--- src/rtl/card_source.sv ---
// card_source: shuffle counter, six hand slots and registered baccarat scores.
// Ports: CLOCK_50/reset, deal_valid/deal_to/deal_ready, clear_hands, cards, counts, scores, score_valid.
module card_source (
  input  logic       CLOCK_50,
  input  logic       reset,
  input  logic       deal_valid,
  input  logic       deal_to,
  input  logic       clear_hands,
  output logic       deal_ready,
  output logic [3:0] pcard1,
  output logic [3:0] pcard2,
  output logic [3:0] pcard3,
  output logic [3:0] dcard1,
  output logic [3:0] dcard2,
  output logic [3:0] dcard3,
  output logic [1:0] pcount,
  output logic [1:0] dcount,
  output logic [3:0] pscore,
  output logic [3:0] dscore,
  output logic       score_valid
);

  logic [3:0] shuf;
  logic [1:0] sel_cnt;
  logic       accept;
  logic [4:0] psum;
  logic [4:0] dsum;

  // Tens, face cards and empty slots all score zero.
  function automatic logic [4:0] face(
    input logic [3:0] c
  );
    logic [4:0] v;
    v = 5'd0;
    if (c >= 4'd1 && c <= 4'd9)
      v = {1'b0, c};
    return v;
  endfunction

  function automatic logic [3:0] mod10(
    input logic [4:0] s
  );
    logic [4:0] r;
    if (s >= 5'd20)
      r = s - 5'd20;
    else if (s >= 5'd10)
      r = s - 5'd10;
    else
      r = s;
    return r[3:0];
  endfunction

  assign sel_cnt = deal_to ? dcount : pcount;

  assign deal_ready = !reset
                    & !clear_hands
                    & (sel_cnt != 2'd3);

  assign accept = deal_valid & deal_ready;

  assign psum = face(pcard1)
              + face(pcard2)
              + face(pcard3);

  assign dsum = face(dcard1)
              + face(dcard2)
              + face(dcard3);

  always_ff @(posedge CLOCK_50) begin
    if (reset) begin
      shuf        <= 4'd1;
      pcard1      <= 4'd0;
      pcard2      <= 4'd0;
      pcard3      <= 4'd0;
      dcard1      <= 4'd0;
      dcard2      <= 4'd0;
      dcard3      <= 4'd0;
      pcount      <= 2'd0;
      dcount      <= 2'd0;
      pscore      <= 4'd0;
      dscore      <= 4'd0;
      score_valid <= 1'b1;
    end else begin
      shuf <= (shuf == 4'd13) ? 4'd1
                              : shuf + 4'd1;
      // Scores lag the slots by one edge.
      score_valid <= !(accept | clear_hands);
      if (clear_hands) begin
        pcard1 <= 4'd0;
        pcard2 <= 4'd0;
        pcard3 <= 4'd0;
        dcard1 <= 4'd0;
        dcard2 <= 4'd0;
        dcard3 <= 4'd0;
        pcount <= 2'd0;
        dcount <= 2'd0;
        pscore <= 4'd0;
        dscore <= 4'd0;
      end else begin
        pscore <= mod10(psum);
        dscore <= mod10(dsum);
        if (accept && deal_to) begin
          case (dcount)
            2'd0:    dcard1 <= shuf;
            2'd1:    dcard2 <= shuf;
            default: dcard3 <= shuf;
          endcase
          dcount <= dcount + 2'd1;
        end else if (accept) begin
          case (pcount)
            2'd0:    pcard1 <= shuf;
            2'd1:    pcard2 <= shuf;
            default: pcard3 <= shuf;
          endcase
          pcount <= pcount + 2'd1;
        end
      end
    end
  end

endmodule
--- config.mk ---
export PLATFORM = sky130hd
export DESIGN_NAME = card_source
export DESIGN_NICKNAME = d
export VERILOG_FILES = /design/src/rtl/card_source.sv
export SDC_FILE = /design/constraint.sdc
export NUM_CORES = 1
export LEC_CHECK = 0
export CAP_MARGIN = 25
export CORE_MARGIN = 3
export CORE_UTILIZATION = 55
export DETAILED_ROUTE_END_ITERATION = 10
export GPL_TIMING_DRIVEN = 0
export HOLD_SLACK_MARGIN = 0.06
export PLACE_DENSITY_LB_ADDON = 0.1
export SLEW_MARGIN = 20
export SYNTH_ARGS = -nofsm -noshare
export SYNTH_HDL_FRONTEND = slang
export SYNTH_SLANG_ARGS = --single-unit
--- constraint.sdc ---
create_clock -name CLOCK_50 -period 7.6 [get_ports CLOCK_50]
set_input_delay 1.52 -clock CLOCK_50 [delete_from_list [all_inputs] [get_ports CLOCK_50]]
set_output_delay 1.52 -clock CLOCK_50 [all_outputs]
set_load 0.05 [all_outputs]
# Word-level counts from Yosys, hierarchy flattened
# Index checks and enable logic that the tools add are counted.
# Widths: inputs -> output; s select.
[word_totals]
out_inout_bits = 38
ff_bits = 41
wordCells = 84
in_bits = 5
[classes]
reduce_logical = 23
muxes = 11
magnitude_cmp = 16
bitwise_logic = 7
n_eq_ne = 4
n_addsub = 11
[ops]
columns = ["cell", "n"]
rows = [
  ["$mux 4", 10],
  ["$ge 4x1->1 const B", 6],
  ["$le 4x4->1 const B", 6],
  ["$add 5x4->5", 2],
  ["$add 5x5->5", 2],
  ["$ge 5x4->1 const B", 2],
  ["$ge 5x5->1 const B", 2],
  ["$reduce_and 3->1", 3],
  ["$reduce_and 2->1", 4],
  ["$reduce_or 2->1", 4],
  ["$sub 4x3->4 const B", 2],
  ["$sub 4x4->4 const B", 2],
  ["$logic_and 1x1->1", 7],
  ["$add 2x1->2 const B", 2],
  ["$add 4x1->4 const B", 1],
  ["$eq 2x1->1 const B", 2],
  ["$eq 4x4->1 const B", 1],
  ["$logic_not 2->1", 2],
  ["$and 1x1->1", 3],
  ["$logic_not 1->1", 3],
  ["$not 1->1", 3],
  ["$mux 2", 1],
  ["$ne 2x2->1 const B", 1],
  ["$or 1x1->1", 1],
]

# Longest topological paths before layout
[logic_depth]
word_depth = 8
mapped_depth = 13
mapped_depth_nobuf = 13

# Worst setup path before layout
# No wires, ideal clock.
[synth_timing]
path_type = "input port to output port"
start = "input clear_hands"
end = "output deal_ready"
t_required_ns = 6.080
path_buffers = 0
arrival_ns = 2.262
stages = 2
setup_slack_ns = 3.818
cell_sequence = "nor2_1 > and2_1"
[synth_via]
elab_chain_len = 3
[synth_rtl]
columns = ["element", "line", "text"]
rows = [
  ["start: declaration", "8", "input logic clear_hands,"],
  ["$logic_not 1->1", "56", "& !clear_hands"],
  ["$and 1x1->1", "56", ""],
  ["$and 1x1->1", "57", "& (sel_cnt != 2'd3);"],
  ["end: declaration", "9", "output logic deal_ready,"],
]
# Every way passes these cells.

# Worst setup path in the final report
[layout_timing]
start = "input reset"
end = "output deal_ready"
[layout_via]
elab_chain_len = 3
[layout_rtl]
columns = ["element", "line", "text"]
rows = [
  ["start: declaration", "5", "input logic reset,"],
  ["$logic_not 1->1", "55", "assign deal_ready = !reset"],
  ["$and 1x1->1", "56", ""],
  ["$and 1x1->1", "57", ""],
]
# Every way passes these cells.

==> results.tsv <==
metric	value	unit
critical_path_arrival	3.53	ns
firstDrtPassIters	5	
synth_ff_type	dfxtp_1	
synth-async-reset-ratio	0	%
grt_max_degree	14	
crit_type	in -> out	
cts_resized	0	
setup_tns	0	ns
worstPathCellList	clkdlybuf4s50_1 > nor2_1 > and2_1 > clkdlybuf4s50_1	
die_w	72.2	um
ys_types	34	
clock_sinks	41	
area_delta_synth_final	23.6	%
regArea	821	sq um
setup_slack	2.55	ns
postSynthCellCount	277	
clock.fmax	198	MHz
max_cap_viol_count	0	
crit_path_frequent_cell	clkdlybuf4s50_1	
leakagePower	1.22	nW
synth_mux_area_share	4.57	%
wl_per_cell	14.2	um
die_height	72.2	um
worst-slew-pin-transition	0.653	ns
multi_input_comb_area	0.00149	sq mm
crit_family	buffers and inverters	
status	finished clean	
drt-total-wl	5.37	mm
max_stage_delay	0.80	ns
finalHoldViolations	0	
synth_compound_area_share	11.7	%
nFillCells	347	
worst-endpoint-required	6.08	ns
fin_crit_sh	66.5	%
ant_nets	0	
synth-adder-area-share	17.6	%
synth-seq-area-share	34.0	%
hpwl	4.06	mm
viasPerCell	5.60	
die_area	0.00521	sq mm
cts_made_buffers	5	
pre_cts_ws	2.59	ns
cellPowerDensity	132	mW/mm^2
grt_pass1_wl	8.90	mm
worst_setup_path_start_kind	primary input	
hold_class	reg -> reg	
grt_use_total	21.6	%
antenna_cells	0	
antenna_found_initial	0	
synth-xor-area-share	2.91	%
slowest_stage	clkdlybuf4s50_1	
ir_drop	0.000106	V
portBuffers	42	
syn_area	0.00241	sq mm
grt_pass1_vias	1926	
num_vias	2110	
drive_gt1_share	4.59	%
power	394	uW
setup_viol	0	
final_nets	359	
synthesis.nets	310	
clkTransAtPathRegs	0.08	ns
cts_hold_buf	0	
period_needed	5.05	ns
place_area	0.00289	sq mm
synth_seq_cells	41	
gp_congestion	0.925	
clockBufferDepth	2	
clk_latency	0.29	ns
htreeDepth	2	
skew	0.00376	ns
post-cts-setup-buffers	0	
synth_simple_gate_area_share	25.1	%
synth_edf_count	0	
rsz0062_at_grt	no	
max_slew_margin	56.4	%
report.final.slew_viol_count	0	
synth_top_family_by_area	simple AND/OR/NAND/NOR gates	
rows	23	
grt_overflow	0	
syn_area_per_cell	8.70	sq um
final_cell_area	0.00298	sq mm
cp-end-kind	output pin	
core	0.00412	sq mm
cts_tree	yes	
finalCoreUtilization	72.4	%
initial_core_util	58.6	%
path_buf_inv	2	
yosysWarningCount	0	
drt-initial-drc-count	71	
worstPathMaxFanout	9	
root_buffer	clkbuf_8	
drc	0	
io_pins	43	
[routing by layer]
layer | track usage [%] | part of all wire, % | vias up
li1 | - | - | 1043
met1 | 28.7 | 47 | 992
met2 | 34.2 | 47 | 69
met3 | 4.99 | 5.7 | 6
met4 | 7.93 | 0.93 | 0
met5 | 0 | 0 | -
[worst reg2reg max path, delay by kind of cell (launching register included)]
kind,cells,cell delay [ns]
adder cells (fa/ha/maj),4,1.20
XOR/XNOR,1,0.32
flip-flops,1,0.42
AO/OA/AOI/OAI,1,0.10
AND/OR/NAND/NOR,5,1.21
buffers and inverters,1,0.09
[cells in the mapped netlist, types with 4 or more instances]
cell	number	area, sq um
a21oi_1	26	130
and2_1	9	56.3
clkbuf_1	7	26.3
dfxtp_1	41	821
fa_1	10	200
ha_1	18	225
inv_1	14	52.6
mux2i_1	11	110
nand2_1	24	90.1
nand3_1	18	90.1
nor2_1	23	86.3
nor2b_1	15	93.8
nor3_1	4	20.0
nor3b_1	8	60.1
o21ai_0	13	65.1
xnor2_1	4	35.0
xor2_1	4	35.0
[worst paths after layout]
path | end | start | cells past startpoint | slack (ns)
worst max register to register | dscore[1] | dcard2[3] | 12 | 4.22
worst max-delay path | deal_ready | reset | 4 | 2.55
worst min-delay path | dcard2[0] | dcard2[0] | 2 | 0.48
worst min register to register | dcard2[0] | dcard2[0] | 2 | 0.48
[cells in the final DEF (no fill, tap or decap), types with 4 or more instances in the layout]
master and n:
a21oi_1 26, and2_1 9, clkbuf_1 7, clkbuf_8 5
clkdlybuf4s50_1 42, dfxtp_1 41, fa_1 10, ha_1 18
inv_1 14, mux2i_1 11, nand2_1 24, nand3_1 18
nor2_1 23, nor2b_1 15, nor3_1 4, nor3b_1 8
o21ai_0 13, xnor2_1 4, xor2_1 4
[cells by family (layout without fill, tap and decap cells)]
family                   count (synthesis)  in the layout
buffers and inverters                   24             74
XOR/XNOR                                 8              8
AO/OA/AOI/OAI                           50             50
adder cells (fa/ha/maj)                 28             28
multiplexers                            11             11
flip-flops                              41             41
AND/OR/NAND/NOR                        115            115
[sequential cells by signal, summed over array words and instances, names as in the netlist]
signal       flops
dcard3           4
pcard3           4
score_valid      1
shuf             4
dscore           4
pcard1           4
pcount           2
dcard2           4
dcard1           4
pscore           4
dcount           2
pcard2           4
[report_power, final]
part           total, mW  switching [mW]  internal [mW]
logic             0.0329          0.0218         0.0112
registers          0.219         0.00156          0.217
clock network      0.142          0.0787         0.0635
[per-stage QoR]
| stage | instances | hold slack, ns |
|---|---|---|
| after floorplan | 277 | 0.540 |
| after global placement | 369 | 0.470 |
| after detailed placement | 369 | 0.473 |
| after CTS | 377 | 0.484 |
| after global routing | 377 | 0.517 |
| final | 377 | 0.481 |
[cell type report]
| cell class | instances | area share, % |
|---|---|---|
| Buffer | 10 | 1.55 |
| Clock buffer | 5 | 2.31 |
| Clock inverter | 3 | 0.588 |
| Inverter | 14 | 1.76 |
| Multi-Input combinational cell | 212 | 50.0 |
| Sequential cell | 41 | 27.5 |
| Tap cell | 50 | 2.10 |
| Timing Repair Buffer | 42 | 14.1 |
No activity file was read; power rests on OpenSTA's default activity.
